==> config.mk <==
export PLATFORM = sky130hd
export DESIGN_NAME = c499_key_loader
export DESIGN_NICKNAME = d
export VERILOG_FILES = /design/src/rtl/c499_key_loader.sv
export SDC_FILE = /design/constraint.sdc
export NUM_CORES = 1
export LEC_CHECK = 0
export CORE_ASPECT_RATIO = 0.7
export CORE_MARGIN = 5
export CORE_UTILIZATION = 45
export DETAILED_ROUTE_END_ITERATION = 7
export PLACE_DENSITY = 0.68
export SLEW_MARGIN = 40
export SYNTH_ARGS = -nofsm -noshare
export SYNTH_HDL_FRONTEND = slang
export SYNTH_SLANG_ARGS = --single-unit
==> constraint.sdc <==
create_clock -name clk -period 2.7 [get_ports clk]
set_input_delay 0.405 -clock clk [delete_from_list [all_inputs] [get_ports clk]]
set_output_delay 0.405 -clock clk [all_outputs]
set_load 0.01 [all_outputs]
==> src/rtl/c499_key_loader.sv <==
// Serial key loader for the locked c499 netlist: shifts in a key plus odd parity, commits atomically.
// Optional macro C499_KEY_STICKY_EN: once a good key is committed, further starts are ignored until rst.
module c499_key_loader #(
    parameter int KEY_W = 32,
    parameter int CNT_W = 6
) (
    input  logic             clk,
    input  logic             rst,
    input  logic             start,
    input  logic             key_sen,
    input  logic             key_sdi,
    output logic [KEY_W-1:0] key_out,
    output logic             key_valid,
    output logic             key_err,
    output logic             busy
);
    typedef enum logic [2:0] {IDLE, SHIFT, CHECK, DONE, ERR} state_t;

    state_t             state_reg, state_next;
    logic [KEY_W-1:0]   shadow_reg;
    logic [KEY_W-1:0]   key_out_reg;
    logic [CNT_W-1:0]   cnt_reg;
    logic               parity_reg;
    logic               key_valid_reg;
    logic               key_err_reg;
    logic               busy_reg;

    logic               do_start;
    logic               do_shift;
    logic               do_parity;
    logic               do_commit_ok;
    logic               do_commit_bad;

    always_comb begin
        state_next    = state_reg;
        do_start      = 1'b0;
        do_shift      = 1'b0;
        do_parity     = 1'b0;
        do_commit_ok  = 1'b0;
        do_commit_bad = 1'b0;
        case (state_reg)
            IDLE: do_start = start;
            SHIFT: begin
                if (key_sen) begin
                    if (cnt_reg == CNT_W'(KEY_W)) begin
                        do_parity  = 1'b1;
                        state_next = CHECK;
                    end else begin
                        do_shift = 1'b1;
                    end
                end
            end
            CHECK: begin
                // Odd parity across key and parity bit means the load is good.
                if ((^shadow_reg) ^ parity_reg) begin
                    do_commit_ok = 1'b1;
                    state_next   = DONE;
                end else begin
                    do_commit_bad = 1'b1;
                    state_next    = ERR;
                end
            end
`ifdef C499_KEY_STICKY_EN
            DONE: do_start = 1'b0;
`else
            DONE: do_start = start;
`endif
            ERR:  do_start = start;
            default: state_next = IDLE;
        endcase
        if (do_start) begin
            state_next = SHIFT;
        end
    end

    always_ff @(posedge clk) begin
        if (rst) begin
            state_reg     <= IDLE;
            shadow_reg    <= '0;
            cnt_reg       <= '0;
            parity_reg    <= 1'b0;
            key_out_reg   <= '0;
            key_valid_reg <= 1'b0;
            key_err_reg   <= 1'b0;
            busy_reg      <= 1'b0;
        end else begin
            state_reg <= state_next;
            busy_reg  <= (state_next == SHIFT) || (state_next == CHECK);
            if (do_start) begin
                cnt_reg       <= '0;
                key_valid_reg <= 1'b0;
                key_err_reg   <= 1'b0;
            end
            // LSB-first: the first serial bit ends up in shadow_reg[0].
            if (do_shift) begin
                shadow_reg <= {key_sdi, shadow_reg[KEY_W-1:1]};
                cnt_reg    <= cnt_reg + 1'b1;
            end
            if (do_parity) begin
                parity_reg <= key_sdi;
            end
            if (do_commit_ok) begin
                key_out_reg   <= shadow_reg;
                key_valid_reg <= 1'b1;
            end
            if (do_commit_bad) begin
                key_out_reg   <= '0;
                key_valid_reg <= 1'b0;
                key_err_reg   <= 1'b1;
            end
        end
    end

    assign key_out   = key_out_reg;
    assign key_valid = key_valid_reg;
    assign key_err   = key_err_reg;
    assign busy      = busy_reg;
endmodule

## Word-level counts from Yosys, hierarchy flattened

Cells that the tools add are included.
W data, S select, Z words.

- Shifts and indexed selects: 0
- Add/subtract/negate cells: 1
- Div/mod/pow operators: 0
- Magnitude comparators: 0
- Reductions and logical operators: 8
- $mul: 0
- Equal/unequal tests: 7
- Bitwise gates (word level): 1
- Muxes and demuxes: 21

Operators by type and width:

| operator | number |
|---|---|
| $reduce_xor A32 Y1 | 1 |
| $mux W1 | 14 |
| $mux W3 | 4 |
| $mux W6 | 2 |
| $eq A3 B2 Y1 const B | 3 |
| $pmux W3 S3 | 1 |
| $add A6 B1 Y6 const B | 1 |
| $eq A3 B1 Y1 const B | 2 |
| $eq A6 B6 Y1 const B | 1 |
| $reduce_bool A2 Y1 | 3 |
| $eq A3 B3 Y1 const B | 1 |
| $logic_not A3 Y1 | 1 |
| $reduce_or A3 Y1 | 1 |
| $reduce_or A2 Y1 | 1 |
| $logic_or A1 B1 Y1 | 1 |
| $xor A1 B1 Y1 | 1 |

- Bits in writable memories: 0
- Word-level logic and storage cells: 46
- Output and inout bits: 35
- Latch bits: 0
- ROM bits: 0
- Memories kept: 0
- Register bits: 77

## Logic depth before layout (Yosys ltp)

Gate-level depths: netlist (run 1).

- Depth in word-level cells: 7
- Gate-level depth with buffers: 8
- Gate-level depth less buffers: 8

## Worst setup path before layout (run 1)

No wires, ideal clock.

- Path type: register to register
- From: reg shadow_reg[4]
- To: reg key_out_reg[10] (netlist: key_out[10])
- Data required time: 2.583 ns
- Buffers on the path: 1
- Arrival time: 1.874 ns
- Period minus slack after synthesis: 1.992 ns
- Path slack: 0.708 ns
- Setup time: 0.117 ns
- Stages on the path, launching flop included: 8
- Cell sequence: dfxtp_1 xor2_1 xnor2_1 xnor2_2 xnor3_2 mux2i_4 buf_6 a32o_1

- Word-level cells in the longest chain between the ends: 5

RTL lines:

| what | RTL line | source |
|---|---|---|
| start: declaration | 20 | `logic [KEY_W-1:0] shadow_reg;` |
| start signal: assignment | 96 | `shadow_reg <= {key_sdi, shadow_reg[KEY_W-1:1]};` |
| $reduce_xor A32 Y1 (*) | 55 | `if ((^shadow_reg) ^ parity_reg) begin` |
| $xor A1 B1 Y1 (*) | 55 |  |
| $mux W1 | 55 |  |
| $mux W1 | 41 | `case (state_reg)` |
| $reduce_or A2 Y1 (no source line) | - |  |
| end signal: assignment | 103 | `key_out_reg <= shadow_reg;` |
| end: declaration | 21 | `logic [KEY_W-1:0] key_out_reg;` |

Mark *: on every way between the ends. The rest lies on a longest branch, timed or not.
A chain may end at the register's enable or synchronous reset.

## Worst setup path in the final report (run 1)

- From: reg shadow_reg[1]
- To: reg key_out_reg[3] (netlist: key_out[3])

Same word-level chain as after synthesis.

==> impl_metrics.py, run 1 <==
metrics = {
    "setup_path": {
        "worstPathMaxFanout": 14,
        "startpoint_type": "flop",
        "crit_buf_inv": 1,
        "timing_worst_setup_path_type": "flop to flop",
        "critPathMostFrequentCell": "xnor2_1",
        "slowest_delay_ns": 0.43,
        "path_cells": "xnor2_1, xnor2_1, xnor2_2, xnor3_2, mux2i_4, buf_4, a32o_1",
        "crit_slowest_cell": "xnor3_2",
        "crit_family": "XOR/XNOR gates",
        "crit_required_ns": 2.99,
        "reg2reg_from": "shadow_reg[1]",
        "cp.arrival_ns": 2.62,
        "startpoint": "shadow_reg[1]",
        "end_kind": "flop",
    },
    "power_and_ir_drop": {
        "clkPwrFrac_pct": 37.2,
        "seqPwrFrac_pct": 57.5,
        "switching_power_mw": 0.486,
        "internal-power_mw": 1.51,
        "power.share.switching_pct": 24.4,
        "power_mw": 1.99,
        "p_leak_nw": 1.25,
        "combPwrFrac_pct": 5.4,
        "p_per_area_nw_per_um2": 529,
        "max-vdd-ir-drop_mv": 0.266,
    },
    "clock_network": {
        "htreeDepth": 3,
        "cts.clk_slew.worst_paths_ns": 0.08,
        "cts_sinks": 77,
        "root_buffer": "clkbuf_8",
        "cts_resized": 0,
        "cts_setup_buffers": 0,
        "clk_latency_ns": 0.34,
        "cts_tree": "built",
        "clock_path_buffers": 2,
        "numCtsBuffers": 9,
        "hold_buffers": 0,
    },
    "yosys": {
        "synth_seq_cells": 77,
        "synth_top_family_by_area": "compound AO/OA/AOI/OAI gates",
        "synth_mux_area_share_pct": 1.38,
        "synth_fa_ha_area_share_pct": 0.811,
        "synth-xor-area-share_pct": 9.69,
        "netlist_area_um2": 3090,
        "avgSynthCellArea_um2": 9.44,
        "async_flop_share_pct": 0,
        "syn_inst": 327,
        "synth-edff-count": 0,
        "synth-compound-area-share_pct": 20.0,
        "synth.distinct_cells": 34,
        "synth_warnings": 0,
        "syn_nets": 334,
        "synth-seq-area-share_pct": 50.0,
        "synthSimpleGateAreaFrac_pct": 14.6,
        "synth_ff_type": "dfxtp_1",
    },
    "timing": {
        "grt_setup_unrepaired": "no",
        "fmax_ghz": 0.430,
        "fin_skew_ns": 0.00937,
        "period_needed_ns": 2.33,
        "worstMarginPinSlew_ns": 0.561,
        "period_share_pct": 86.2,
        "slew_headroom_pct": 62.5,
        "final_hold_viol_count": 0,
        "final-setup-viol-count": 0,
        "finalMaxSlewViolations": 0,
        "tns_ns": 0,
    },
    "final_layout": {
        "nets": 373,
        "final_util_pct": 56.0,
        "layout-drive-gt1-share_pct": 8.65,
        "stdcell_count": 464,
        "antenna_cells": 0,
        "syn2layout_area_growth_pct": 22.1,
        "design_area_um2": 3770,
    },
    "hold_path": {
        "hold_start": "key_out[15]",
        "hp-class": "flop to flop",
    },
    "route": {
        "drt_drc_violations_left": 0,
        "wl_mm": 6.61,
        "drt-initial-drc-count": 116,
        "drtPass1Iterations": 4,
        "postRouteAntennaNets": 0,
        "viasPerCell": 5.29,
        "wl_per_cell_um": 14.2,
        "vias": 2456,
    },
    "floorplanning": {
        "fp.dieW_um": 109,
        "core_um2": 6730,
        "rows": 25,
        "num_io_pins": 40,
        "fp.dieH_um": 79.3,
        "start_util_pct": 45.9,
        "die-area_um2": 8640,
    },
    "global_route": {
        "grtUsageTotal_pct": 16.6,
        "first_global_vias": 2281,
        "grt_max_degree": 33,
        "grt_pass1_wl_mm": 11.2,
        "grt_antenna_before_repair": 0,
        "grt_overflow": 0,
    },
    "placement": {
        "dp_hpwl_mm": 4.47,
        "port_buffers": 39,
        "place_area_um2": 3600,
        "gp_congestion": 0.756,
        "dp_cells": 449,
    },
    "flow_run": {
        "drv_cap": 0,
    },
    "status": {
        "status": "completed",
    },
}
==> final cells by class <==
class                      instances  area [um2]
tap                               94         118
clock buffer                      10         128
multi-input combinational        226        1450
clock inverter                     5        37.5
sequential                        77        1540
timing repair buffer              50         485
inverter                           2        7.51
fill                             638        2960
==> routing by layer <==
layer,global-route usage (%),vias up,share of wire [%],wire length (um)
met5,0,-,0,0
met4,5.42,0,1.2,76
met3,5.52,6,5.3,353
met2,23.5,60,43,2840
met1,23.5,1163,50,3330
li1,-,1227,-,-
==> power groups by stage <==
stage          combinational [mW]  clock [mW]  sequential, mW
4_1_cts                     0.108       0.767            1.14
2_1_floorplan              0.0675           0            1.17
5_1_grt                     0.117       0.823            1.15
3_3_place_gp                0.106           0            1.17
3_5_place_dp                0.107           0            1.17
6_report                    0.107       0.740            1.14
==> layout by cell type (no fill, tap or decap), drive strengths merged <==
cell type / Yosys / final
nand2b: 5 / 5
buf: 3 / 11
clkinv: 0 / 2
and3: 1 / 1
xor2: 2 / 2
a221oi: 1 / 1
nand3: 3 / 3
inv: 2 / 3
a211oi: 3 / 3
a32o: 32 / 32
nor2: 16 / 16
clkdlybuf4s50: 0 / 39
and2: 2 / 2
nand2: 68 / 68
nor3: 1 / 1
nand3b: 4 / 4
o22ai: 1 / 1
a41oi: 1 / 1
nor4b: 1 / 1
xnor3: 2 / 2
nor2b: 3 / 3
o21ai: 4 / 4
xnor2: 26 / 26
mux2i: 3 / 3
dfxtp: 77 / 77
ha: 2 / 2
a21boi: 1 / 1
a31o: 1 / 1
clkinvlp: 0 / 2
a21oi: 41 / 41
a22oi: 1 / 1
or3: 1 / 1
clkbuf: 19 / 10
==> Yosys cell counts (2+ instances only) <==
cell	count	share of area, %
a211oi_1	3	0.73
a21oi_1	41	6.7
a32o_1	32	10
buf_6	3	1.1
clkbuf_1	19	2.3
dfxtp_1	77	50
ha_1	2	0.81
inv_1	2	0.24
mux2i_1	2	0.65
nand2_1	68	8.3
nand2b_1	5	1.0
nand3_1	3	0.49
nand3b_1	4	0.97
nor2_1	16	1.9
nor2b_1	3	0.61
o21ai_0	4	0.65
xnor2_1	25	7.1
xor2_1	2	0.57
==> cells by family after synthesis <==
kind of cell / count (synthesis)
xor+xnor: 30
simple gates: 105
flops: 77
buf+inv: 24
fa+ha+maj: 2
compound gates: 86
mux: 3
==> worst paths after layout <==
check | to | slack (ns) | cells past startpoint
hold / removal | key_out[15] | 0.47 | 1
setup reg to reg | key_out[3] | 0.37 | 7
hold reg to reg | key_out[15] | 0.47 | 1
setup / recovery | key_out[3] | 0.37 | 7
==> per-stage QoR <==
step	hold slack, ns	setup WS, ns
4_1_cts	0.472	0.343
2_1_floorplan	0.460	0.708
3_5_place_dp	0.455	0.360
5_1_grt	0.491	0.227
3_3_place_gp	0.449	0.416
6_report	0.468	0.372
Note: power is estimated with default switching activity, not from simulation.
==> run 2: changes to the inputs <==
Settings changed: CORE_MARGIN 5 to not set, DONT_BUFFER_PORTS set to 1, PLACE_DENSITY 0.68 to 0.61, SETUP_SLACK_MARGIN set to 0.2.
==> impl_metrics.py, run 2 (synthesized netlist as in run 1, its figures left out) <==
metrics = {
    "timing": {
        "period_needed_ns": 2.15,
        "worstMarginPinSlew_ns": 0.440,
        "slew_headroom_pct": 70.6,
        "fin_skew_ns": 0.00653,
        "final_hold_viol_count": 0,
        "finalMaxSlewViolations": 0,
        "final-setup-viol-count": 0,
        "period_share_pct": 79.5,
        "tns_ns": 0,
        "fmax_ghz": 0.466,
        "grt_setup_unrepaired": "no",
    },
    "floorplanning": {
        "fp.dieW_um": 101,
        "fp.dieH_um": 71.3,
        "die-area_um2": 7200,
        "rows": 24,
        "start_util_pct": 48.0,
        "num_io_pins": 40,
        "core_um2": 6430,
    },
    "hold_path": {
        "min_path_cells": 1,
        "hp-class": "primary input to flop",
    },
    "global_route": {
        "grt_use_met3_pct": 6.83,
        "grt_pass1_wl_mm": 10.8,
        "grtUsageTotal_pct": 19.4,
        "grt_antenna_before_repair": 0,
        "first_global_vias": 2175,
        "grt_max_degree": 48,
        "grt_overflow": 0,
        "busiest_layer": "met2",
        "gr-usage-met1_pct": 25.6,
        "grt_util_met2_pct": 30.1,
    },
    "route": {
        "viasPerCell": 5.44,
        "vias": 2273,
        "drtPass1Iterations": 5,
        "postRouteAntennaNets": 0,
        "wl_per_cell_um": 15.1,
        "drt-initial-drc-count": 112,
        "drt_drc_violations_left": 0,
        "wl_mm": 6.31,
    },
    "setup_path": {
        "slowest_delay_ns": 0.42,
        "crit_cells": 7,
        "timing_worst_setup_path_type": "flop to flop",
        "rr_worst_depth": 7,
        "worstPathMaxFanout": 18,
        "crit_required_ns": 2.94,
        "crit_family": "XOR/XNOR gates",
        "crit_slowest_cell": "xnor3_2",
        "startpoint_type": "flop",
        "path_cells": "xor2_1, xnor2_1, xnor2_2, xnor3_2, mux2i_4, buf_8, a32o_1",
        "end_kind": "flop",
        "cp.arrival_ns": 2.38,
        "crit_buf_inv": 1,
    },
    "power_and_ir_drop": {
        "max-vdd-ir-drop_mv": 0.348,
        "power_mw": 2.15,
        "p_per_area_nw_per_um2": 633,
        "p_leak_nw": 1.13,
    },
    "status": {
        "status": "completed",
    },
    "clock_network": {
        "htreeDepth": 3,
        "clk_latency_ns": 0.34,
        "hold_buffers": 0,
        "clock_path_buffers": 2,
        "cts_setup_buffers": 0,
        "cts_tree": "built",
        "cts.clk_slew.worst_paths_ns": 0.07,
        "cts_resized": 0,
        "root_buffer": "clkbuf_8",
        "cts_sinks": 77,
        "numCtsBuffers": 9,
    },
    "final_layout": {
        "layout-drive-gt1-share_pct": 8.56,
        "nets": 330,
        "final_cell_mix": "dfxtp_1 (77), nand2_1 (68), a21oi_1 (41)",
        "syn2layout_area_growth_pct": 10.1,
        "final_common_cell": "dfxtp_1",
        "antenna_cells": 0,
        "stdcell_count": 418,
    },
    "placement": {
        "dp_cells": 402,
        "dp_hpwl_mm": 3.98,
        "gp_congestion": 0.722,
        "port_buffers": 0,
    },
    "flow_run": {
        "drv_cap": 0,
    },
}
==> run 2: layout make-up <==
class	instances	area [um2]
inverter	2	7.51
clock inverter	4	72.6
fill	627	3030
multi-input combinational	226	1450
clock buffer	11	141
timing repair buffer	7	72.6
tap	91	114
sequential	77	1540
==> run 2: report_power, final <==
group	internal (mW)	switching, mW	total [mW]	leakage [nW]
registers	1.14	0.00603	1.15	0.621
clock network	0.539	0.389	0.928	0.105
logic	0.0219	0.0569	0.0788	0.402
==> run 2: worst paths after layout <==
path / startpoint / end / slack (ns)
setup / recovery: shadow_reg[10] / key_out[18] / 0.55
hold / removal: rst / cnt_reg[5] / 0.13
setup reg to reg: shadow_reg[10] / key_out[18] / 0.55
hold reg to reg: shadow_reg[14] / shadow_reg[13] / 0.49
==> run 2: metrics by stage <==
stage | hold WS, ns | instance area (um2) | utilization (%) | setup WS (ns)
2_1_floorplan | 0.460 | 3090 | - | 0.708
3_3_place_gp | 0.476 | 3150 | 49.0 | 0.169
3_5_place_dp | 0.480 | 3160 | 49.2 | 0.343
4_1_cts | 0.0976 | 3380 | 52.6 | 0.318
5_1_grt | 0.0971 | 3400 | 52.9 | 0.434
6_report | 0.125 | 3400 | 52.9 | 0.553
==> run 2: worst register-to-register path: stages, from the launching register on <==
cell	delay, ns
dfxtp_1	0.41
xor2_1	0.21
xnor2_1	0.19
xnor2_2	0.16
xnor3_2	0.42
mux2i_4	0.23
buf_8	0.17
a32o_1	0.25
==> run 2: routing by layer <==
metal  part of all wire, %  up-vias
li1                      -     1138
met1                    48     1073
met2                    45       58
met3                   6.2        4
met4                  0.51        0
met5                     0        -
==> run 3: changes to the inputs <==
Settings changed: PLACE_DENSITY 0.61 to 0.63.
Clock period 2.7 ns to 1.81 ns, I/O delays scaled along.
==> impl_metrics.py, run 3 (synthesized netlist as in run 1, its figures left out) <==
metrics = {
    "status": {
        "status": "finished, violations left",
        "violations": "setup timing",
    },
    "power_and_ir_drop": {
        "max-vdd-ir-drop_mv": 0.565,
        "power_mw": 3.57,
        "p_leak_nw": 2.01,
        "p_per_area_nw_per_um2": 772,
    },
    "floorplanning": {
        "start_util_pct": 48.0,
        "rows": 24,
        "core_um2": 6430,
        "die-area_um2": 7200,
        "num_io_pins": 40,
        "fp.dieH_um": 71.3,
        "fp.dieW_um": 101,
    },
    "placement": {
        "gp_congestion": 0.768,
        "dp_hpwl_mm": 4.55,
        "port_buffers": 0,
        "place_ws_ns": -0.413,
    },
    "final_layout": {
        "antenna_cells": 0,
        "layout-drive-gt1-share_pct": 48.4,
        "nets": 388,
        "fill_cells": 427,
        "final_common_cell": "dfxtp_1",
        "syn2layout_area_growth_pct": 49.9,
        "final_cell_mix": "dfxtp_1 (65), buf_4 (44), a21oi_2 (36)",
    },
    "clock_network": {
        "root_buffer": "clkbuf_8",
        "numCtsBuffers": 9,
        "cts_sinks": 77,
        "clk_latency_ns": 0.35,
        "cts.clk_slew.worst_paths_ns": 0.07,
        "clock_path_buffers": 2,
        "htreeDepth": 3,
        "cts_tree": "built",
    },
    "setup_path": {
        "startpoint_type": "flop",
        "worstPathMaxFanout": 13,
        "reg2reg_from": "shadow_reg[22]",
        "startpoint": "shadow_reg[22]",
        "crit_required_ns": 2.05,
        "timing_worst_setup_path_type": "flop to flop",
        "end_kind": "flop",
        "cp.arrival_ns": 2.31,
    },
    "route": {
        "drt-initial-drc-count": 132,
        "postRouteAntennaNets": 0,
        "vias": 2707,
        "wl_mm": 8.69,
        "drt_drc_violations_left": 0,
        "wl_per_cell_um": 18.2,
        "viasPerCell": 5.68,
        "drtPass1Iterations": 4,
    },
    "timing": {
        "period_share_pct": 114,
        "finalMaxSlewViolations": 0,
        "fin_skew_ns": 0.00973,
        "slew_headroom_pct": 75.9,
        "fmax_ghz": 0.484,
        "period_needed_ns": 2.07,
        "final_hold_viol_count": 0,
        "worstMarginPinSlew_ns": 0.361,
        "final-setup-viol-count": 38,
        "grt_setup_unrepaired": "yes",
        "finalWorstSetupSlack_ns": -0.256,
    },
    "global_route": {
        "grt_antenna_before_repair": 0,
        "grt_pass1_wl_mm": 13.7,
        "first_global_vias": 2771,
        "grt_max_degree": 43,
        "grt_overflow": 0,
        "grtUsageTotal_pct": 25.0,
    },
    "hold_path": {
        "hp-class": "primary input to flop",
        "hold_start": "start",
    },
    "flow_run": {
        "drv_cap": 0,
    },
}
==> run 3: changes by cell type in the layout (fill, tap and decap cells not counted), moves of 8 or more <==
cell     delta
xnor2_1     -8
dfxtp_2    +12
nand2_4    +30
a21oi_2    +36
buf_4      +39
buf_12     +12
a21oi_1    -36
dfxtp_1    -12
nand2_1    -34
==> run 3: final timing paths <==
path                            depth (start not counted)  slack (ns)      endpoint
worst max-delay path                                    8       -0.26   key_out[27]
worst min register to register                          2        0.53    parity_reg
worst min-delay path                                    1        0.01  state_reg[2]
worst max register to register                          8       -0.26   key_out[27]
==> run 3: layer usage <==
layer	wire length, um	GRT usage (%)
met4	184	7.57
met2	4330	42.6
met5	0	0
met1	3710	30.6
met3	471	7.80
==> run 3: metrics by stage <==
| stage | setup TNS [ns] | std cells | utilization, % | area (um2) | hold slack [ns] |
|---|---|---|---|---|---|
| 2_1_floorplan | -3.86 | 327 | - | 3120 | 0.366 |
| 3_3_place_gp | -17.77 | 444 | 55.0 | 3530 | 0.339 |
| 3_5_place_dp | -10.81 | 445 | 55.2 | 3550 | 0.340 |
| 4_1_cts | -6.92 | 475 | 68.4 | 4400 | 0.000711 |
| 5_1_grt | -11.66 | 477 | 72.0 | 4620 | 0.00170 |
| 6_report | -8.20 | 477 | 72.0 | 4620 | 0.0110 |
==> run 3: area by class of cell <==
type / count / area [um2] / share of cell area [%]
tap: 91 / 114 / 2.46
multi-input combinational: 226 / 1960 / 42.5
inverter: 2 / 7.51 / 0.162
timing repair buffer: 65 / 743 / 16.1
clock buffer: 12 / 145 / 3.14
clock inverter: 4 / 95.1 / 2.06
sequential: 77 / 1560 / 33.7
==> run 3: where the power goes <==
part | switching (mW) | internal (mW)
registers | 0.00752 | 1.70
logic | 0.164 | 0.136
clock network | 0.609 | 0.953
total | 0.781 | 2.79
==> run 3: timing repair <==
| item | 4_1_cts | 5_1_grt |
|---|---|---|
| hold buffers | 1 | 0 |
| cloned | 3 | 1 |
| setup buffers | 10 | 1 |
| endpoints found under the setup margin | 76 | 76 |
| pin swaps | 65 | 42 |
| gates resized for setup | 97 | 42 |
| hold endpoints to repair | 42 | 0 |
==> run 3: critical path, stage by stage (launching register included) <==
cell	delay, ns
dfxtp_1	0.35
xnor2_2	0.16
xnor2_1	0.26
xnor3_1	0.39
buf_4	0.18
nand2_1	0.11
mux2i_4	0.10
buf_12	0.16
a32o_1	0.24
